<file path="src/rtl/had_trace_cnt_if.sv">
// Trace-step counter bus: HAD control/upstream side (master) to the
// trace counter (slave). Carries control, write port, retire pulse,
// debug handshake and read-back.
interface had_trace_cnt_if #(parameter int CNT_WIDTH = 8);
  logic                 trace_en;
  logic                 trace_cnt_wen;
  logic [CNT_WIDTH-1:0] trace_cnt_wdata;
  logic                 trace_retire_vld;
  logic                 iu_yy_xx_dbgon;
  logic                 trace_dbg_req;
  logic [CNT_WIDTH-1:0] trace_cnt_value;
  logic                 trace_cnt_zero;

  modport master (
    output trace_en, trace_cnt_wen, trace_cnt_wdata, trace_retire_vld,
           iu_yy_xx_dbgon,
    input  trace_dbg_req, trace_cnt_value, trace_cnt_zero
  );

  modport slave (
    input  trace_en, trace_cnt_wen, trace_cnt_wdata, trace_retire_vld,
           iu_yy_xx_dbgon,
    output trace_dbg_req, trace_cnt_value, trace_cnt_zero
  );
endinterface

</file>
<file path="src/rtl/had_trace_cnt.sv">
// HAD trace-step counter. Counts qualified retire pulses down from a
// CSR-loaded value and raises a debug request when the count expires,
// holding it until the core reports debug mode.
// Optional: HAD_TRACE_AUTO_RELOAD_EN keeps a copy of the last written
// count and reloads it on expiry so back-to-back trace stops need no
// software rewrite.
module had_trace_cnt #(
  parameter int CNT_WIDTH = 8
) (
  input  logic          cpuclk,
  input  logic          cpurst,
  had_trace_cnt_if.slave bus
);

  typedef enum logic [1:0] {IDLE, COUNT, REQ, DBG} state_t;

  state_t               state;
  logic [CNT_WIDTH-1:0] cnt;
  logic [CNT_WIDTH-1:0] expire_val;
  logic                 req_q;
  logic                 take;
  logic                 expire;

  // A retire counts only while actively counting; a write the same cycle
  // wins and a debug entry from elsewhere suppresses it.
  assign take   = bus.trace_en && (state == COUNT) && !bus.iu_yy_xx_dbgon &&
                  bus.trace_retire_vld && !bus.trace_cnt_wen;
  // Counts of 0 and 1 both expire on this retire.
  assign expire = take && (cnt <= CNT_WIDTH'(1));

`ifdef HAD_TRACE_AUTO_RELOAD_EN
  logic [CNT_WIDTH-1:0] reload;

  // Shadow of the last software-written count.
  always_ff @(posedge cpuclk or posedge cpurst) begin
    if (cpurst)                 reload <= '0;
    else if (bus.trace_cnt_wen) reload <= bus.trace_cnt_wdata;
  end

  assign expire_val = reload;
`else
  assign expire_val = '0;
`endif

  // Counter: write beats decrement; floor at the expiry value, never wraps.
  always_ff @(posedge cpuclk or posedge cpurst) begin
    if (cpurst)                 cnt <= '0;
    else if (bus.trace_cnt_wen) cnt <= bus.trace_cnt_wdata;
    else if (take)              cnt <= expire ? expire_val : cnt - CNT_WIDTH'(1);
  end

  // Control FSM with registered request output; trace_en low forces IDLE.
  always_ff @(posedge cpuclk or posedge cpurst) begin
    if (cpurst) begin
      state <= IDLE;
      req_q <= 1'b0;
    end else if (!bus.trace_en) begin
      state <= IDLE;
      req_q <= 1'b0;
    end else begin
      req_q <= 1'b0;
      case (state)
        IDLE:  if (!bus.iu_yy_xx_dbgon) state <= COUNT;
        COUNT: begin
          if (bus.iu_yy_xx_dbgon) begin
            state <= DBG;
          end else if (expire) begin
            state <= REQ;
            req_q <= 1'b1;
          end
        end
        REQ: begin
          if (bus.iu_yy_xx_dbgon) state <= DBG;
          else                    req_q <= 1'b1;
        end
        DBG:   if (!bus.iu_yy_xx_dbgon) state <= COUNT;
        default: state <= IDLE;
      endcase
    end
  end

  assign bus.trace_dbg_req   = req_q;
  assign bus.trace_cnt_value = cnt;
  assign bus.trace_cnt_zero  = (cnt == '0);

endmodule

</file>
<file path="src/flat_wrapper.sv">
// flat-port wrapper written by rule: the top's interface ports become plain ports
module had_trace_cnt_flat 
#(
  parameter int CNT_WIDTH = 8
)
  (cpuclk, cpurst, bus_trace_en, bus_trace_cnt_wen, bus_trace_cnt_wdata, bus_trace_retire_vld, bus_iu_yy_xx_dbgon, bus_trace_dbg_req, bus_trace_cnt_value, bus_trace_cnt_zero);
  had_trace_cnt_if #(.CNT_WIDTH(CNT_WIDTH)) bus_i ();
  input  logic cpuclk;
  input  logic cpurst;
  input wire logic [$bits(bus_i.trace_en)-1:0] bus_trace_en;
  input wire logic [$bits(bus_i.trace_cnt_wen)-1:0] bus_trace_cnt_wen;
  input wire logic [$bits(bus_i.trace_cnt_wdata)-1:0] bus_trace_cnt_wdata;
  input wire logic [$bits(bus_i.trace_retire_vld)-1:0] bus_trace_retire_vld;
  input wire logic [$bits(bus_i.iu_yy_xx_dbgon)-1:0] bus_iu_yy_xx_dbgon;
  output wire logic [$bits(bus_i.trace_dbg_req)-1:0] bus_trace_dbg_req;
  output wire logic [$bits(bus_i.trace_cnt_value)-1:0] bus_trace_cnt_value;
  output wire logic [$bits(bus_i.trace_cnt_zero)-1:0] bus_trace_cnt_zero;
  assign bus_i.trace_en = bus_trace_en;
  assign bus_i.trace_cnt_wen = bus_trace_cnt_wen;
  assign bus_i.trace_cnt_wdata = bus_trace_cnt_wdata;
  assign bus_i.trace_retire_vld = bus_trace_retire_vld;
  assign bus_i.iu_yy_xx_dbgon = bus_iu_yy_xx_dbgon;
  assign bus_trace_dbg_req = bus_i.trace_dbg_req;
  assign bus_trace_cnt_value = bus_i.trace_cnt_value;
  assign bus_trace_cnt_zero = bus_i.trace_cnt_zero;
  had_trace_cnt #(.CNT_WIDTH(CNT_WIDTH)) u_core (.cpuclk(cpuclk), .cpurst(cpurst), .bus(bus_i));
endmodule
</file>
<file path="config.mk">
export PLATFORM = sky130hd
export DESIGN_NAME = had_trace_cnt_flat
export DESIGN_NICKNAME = d
export VERILOG_FILES = /design/src/rtl/had_trace_cnt_if.sv /design/src/rtl/had_trace_cnt.sv /design/src/flat_wrapper.sv
export SDC_FILE = /design/constraint.sdc
export NUM_CORES = 1
export LEC_CHECK = 0
export CAP_MARGIN = 20
export CORE_MARGIN = 1.5
export CORE_UTILIZATION = 45
export DETAILED_ROUTE_END_ITERATION = 8
export GPL_TIMING_DRIVEN = 0
export PLACE_DENSITY_LB_ADDON = 0.25
export REMOVE_ABC_BUFFERS = 1
export SYNTH_ARGS = -nofsm -noshare
export SYNTH_HDL_FRONTEND = slang
export SYNTH_SLANG_ARGS = --single-unit
</file>
<file path="constraint.sdc">
create_clock -name cpuclk -period 2.2 [get_ports cpuclk]
set_input_delay 0.44 -clock cpuclk [delete_from_list [all_inputs] [get_ports cpuclk]]
set_output_delay 0.44 -clock cpuclk [all_outputs]
set_load 0.02 [all_outputs]
</file>
# After elaboration in Yosys (flattened, before gate mapping)

Cells that the tools add are included.

Input port bits: 14
Bits in registers: 11
Logic and storage cells: 37
Output and inout port bits: 10

Equal/unequal tests: 6
Reductions and logical operators: 12
Muxes and demuxes: 14
$add $sub $neg: 1
$lt $le $gt $ge: 1

Operator list:

| cell                  | number |
|---|---|
| $mux W8               | 3 |
| $mux W2               | 5 |
| $le A8 B1 Y1 const B  | 1 |
| $logic_not A8 Y1      | 1 |
| $sub A8 B1 Y8 const B | 1 |
| $ne A3 B3 Y1 const B  | 2 |
| $pmux W2 S3           | 1 |
| $logic_and A1 B1 Y1   | 5 |
| $eq A2 B2 Y1 const B  | 2 |
| $mux W1               | 4 |
| $ne A4 B3 Y1 const B  | 1 |
| $reduce_and A3 Y1     | 1 |
| $eq A2 B1 Y1 const B  | 1 |
| $logic_not A1 Y1      | 2 |
| $logic_not A2 Y1      | 1 |
| $pmux W1 S2           | 1 |
| $reduce_bool A2 Y1    | 1 |
| $reduce_or A2 Y1      | 1 |

# Depth between registers and ports, before layout

Depth after elaboration: 10
Gate-level depth with buffers: 6
Depth with buffers taken out: 6

# Least setup slack after synthesis

OpenSTA, ideal clock, no wires.

Path type: register -> register
From: register u_core.cnt[4], in the netlist u_core.bus.trace_cnt_value[4]
To: register u_core.state[1]
Cell stages (with the launch flop): 5
Arrival: 1650 ps
Data required time: 2121 ps
Clock period less this slack: 1729 ps
Setup slack: 471 ps
Cell sequence: dfrtp_1 -> nor4_4 -> o211ai_4 -> o41ai_2 -> mux2i_1

Cells in the longest elaborated chain, start to end: 4

RTL lines:

| what                        | RTL line            | source |
|---|---|---|
| start, declared             | had_trace_cnt.sv:18 | `logic [CNT_WIDTH-1:0] cnt;` |
| start signal, assigned      | had_trace_cnt.sv:48 | `else if (bus.trace_cnt_wen) cnt <= bus.trace_cnt_wdata;` |
| start signal, assigned      | had_trace_cnt.sv:49 | `else if (take) cnt <= expire ? expire_val : cnt - CNT_WIDTH'(1);` |
| $le A8 B1 Y1                | had_trace_cnt.sv:29 | `assign expire = take && (cnt <= CNT_WIDTH'(1));` |
| $logic_and A1 B1 Y1         | had_trace_cnt.sv:29 |  |
| $ne A4 B3 Y1 (no line)      | --                  |  |
| $reduce_and A3 Y1 (no line) | --                  |  |
| end signal, assigned        | had_trace_cnt.sv:55 | `state <= IDLE;` |
| end signal, assigned        | had_trace_cnt.sv:58 | `state <= IDLE;` |
| end signal, assigned        | had_trace_cnt.sv:63 | `IDLE: if (!bus.iu_yy_xx_dbgon) state <= COUNT;` |
| end, declared               | had_trace_cnt.sv:17 | `state_t state;` |

Every way passes these cells.
A chain may end at the register's enable or synchronous reset.

# Worst setup path after layout

From: register u_core.cnt[0], in the netlist u_core.bus.trace_cnt_value[0]
To: output bus_trace_cnt_zero

Cells in the longest elaborated chain, start to end: 1

RTL lines:

| what             | RTL line            | source |
|---|---|---|
| $logic_not A8 Y1 | had_trace_cnt.sv:84 | `assign bus.trace_cnt_zero = (cnt == '0);` |
| end, declared    | flat_wrapper.sv:17  | `output wire logic [$bits(bus_i.trace_cnt_zero)-1:0] bus_trace_cnt_zero;` |

Every way passes these cells.

==> impl_metrics.yaml <==
status:
  run_status: "finished clean"
synthesis:
  synth_edf_count: 0
  synth_compound_area_share_pct: 22.5
  synth_mux_area_share_pct: 5.34
  synthArstFlopShare_pct: 100
  yosysWarnings: 0
  synth_top_family_by_area: "simple AND/OR/NAND/NOR gates"
  syn_area_per_cell_sq_um: 8.79
  synth_cells: 88
  synth_simple_gate_area_share_pct: 25.2
  synth-seq-cells: 11
  synthDistinctLibCells: 31
  syn_area_sq_um: 773
  synth_fa_ha_area_share_pct: 6.47
  synth_ff_type: "dfrtp_1"
  yosysSeqAreaShare_pct: 35.6
  yosys.area_share.xor_xnor_pct: 0
timing:
  hold_viol: 0
  grt_setup_unrepaired: "no"
  clock_skew_ps: 4.35
  period_minus_slack_ps: 2030
  fmax_mhz: 492
  slew_viol_final: 0
  finalSetupTns_ps: 0
  setup-violations-final: 0
  max_slew_margin_pct: 56.2
  fin_crit_sh_pct: 92.4
  tightestPinTransition_ps: 654
job:
  maxCapViolations: 0
place:
  port_buffers: 23
  place_congestion: 0.732
  numPlacedInstances: 125
  hpwlAfterDp_um: 1300
detailed_routing:
  vias_per_cell: 5.83
  drt.antenna.violating_nets: 0
  dr.pass1.iters: 6
  wl_per_cell_um: 13.7
  drt_iter0_markers: 16
  routed_wl_um: 1780
  num_vias: 758
  drc: 0
floorplanning:
  die_h_um: 44.5
  die-area_sq_um: 1980
  die_w_um: 44.5
  initial_core_util_pct: 49.6
  io_pins: 24
  rows: 14
  core_area_sq_um: 1560
cts:
  cts_sinks: 11
  cts-htree-levels: 1
  clk_transition_reported_paths_ps: 80
  cts_hold_buf: 0
  clk_latency_ps: 270
  clockRootBuffer: "clkbuf_4"
  numCtsBuffers: 3
  cts_tree: "yes"
  clk_path_buf_depth: 2
global_route:
  grt_pass1_vias: 695
  met1_usage_pct: 22.0
  top_usage_layer: "met2"
  grt_max_degree: 21
  antenna_found_initial: 0
  grt_pass1_wl_um: 2790
  met3_usage_pct: 2.86
  grt_use_total_pct: 19.1
  met2_usage_pct: 35.6
  grt_overflow: 0
layout:
  drive_above_1_share_pct: 9.65
  mostFrequentLayoutCells: "clkdlybuf4s50_1, nand2_1, dfrtp_1"
  final_common_cell: "clkdlybuf4s50_1"
  fin_nets: 133
  area_delta_synth_final_pct: 36.2
  stdcell_count: 130
  diodes: 0
power_and_ir_drop:
  pwr_density_cell_nw_per_um2: 615
  p_leak_nw: 0.454
  ir_worst_vdd_v: 0.000556
worst_setup_path:
  crit_required_ps: 1760
  path_class: "flop to output port"
  cp-start-kind: "flop"
  worstSetupEndpointType: "output port"
  cp_max_fo: 7
  arrival_ps: 1590
min_path:
  min_path_type: "primary input to async pin"
## synthesized netlist by cell type (2+ instances only)
master	number	area share [%]
nor2b_1	2	1.6
a21oi_1	4	2.6
nand2_1	12	5.8
nor2_1	9	4.4
inv_1	8	3.9
nand3_1	3	1.9
clkbuf_1	2	0.97
mux2i_1	3	3.9
dfrtp_1	11	36
ha_1	4	6.5
o21ai_0	8	5.2
or4_1	3	2.9
## final timing paths
kind	depth (start not counted)	end	start	slack, ps
min reg2reg	2	u_core.state[0]	u_core.state[0]	580
min	2	u_core.bus.trace_cnt_value[7]	cpurst	480
min in group cpuclk	2	u_core.state[0]	u_core.state[0]	580
max	4	bus_trace_cnt_zero	u_core.bus.trace_cnt_value[0]	170
max reg2reg	6	u_core.bus.trace_cnt_value[3]	u_core.state[1]	310
max in group asynchronous	2	u_core.state[0]	cpurst	1410
## flip-flops by register name (all words and copies together), names as in the netlist
register,cells
u_core.bus.trace_dbg_req,1
u_core.bus.trace_cnt_value,8
u_core.state,2
## cells by family (layout without fill, tap and decap cells)
group                      Yosys count  count (layout)
buffers and inverters               10              36
muxes                                4               4
DFF                                 11              11
and+or+nand+nor                     36              36
AOI/OAI and AO/OA                   23              23
adders and majority gates            4               4
## per-layer routing
metal	up-vias	part of all wire [%]
li1	378	-
met1	355	44
met2	23	52
met3	2	3.0
met4	0	0.56
met5	-	0
## worst max-delay path, cell delays in order, from the launching register on
cell	delay, ps
dfrtp_1	430
inv_1	100
ha_2	260
and3_2	200
dlygate4sd2_1	320
## through the flow
step                area, sq um  hold slack [ps]  utilization, %  total power [mW]  setup slack [ps]
finish                     1050              475            67.6             0.648               168
global route               1050              504            67.6             0.693              53.7
CTS                        1050              498            67.6             0.651               173
detailed placement         1020              571            65.2             0.502             -62.1
global placement           1020              538            65.2             0.490             -54.2
floorplan                   766              292               -             0.408               471
## power breakdown
part	internal (mW)	switching, mW	total (mW)	leakage (nW)
sequential	0.229	0.0326	0.261	0.136
combinational	0.119	0.122	0.240	0.304
clock	0.0702	0.0763	0.147	0.0150
## repair_timing
action | CTS | global route
hold endpoints to repair | 0 | 0
buffers inserted | 1 | 0
gates resized for setup | 3 | 0
setup endpoints to repair | 1 | 0
## final cells by class
class                   instances  area, sq um
flip-flops and latches         11          275
repair buffers                 24          236
well taps                      16         20.0
fillers                       117          505
inverters                       8         30.0
clock buffers                   4         26.3
multi-input cells              67          465
No activity file was read; power rests on OpenSTA's default activity.
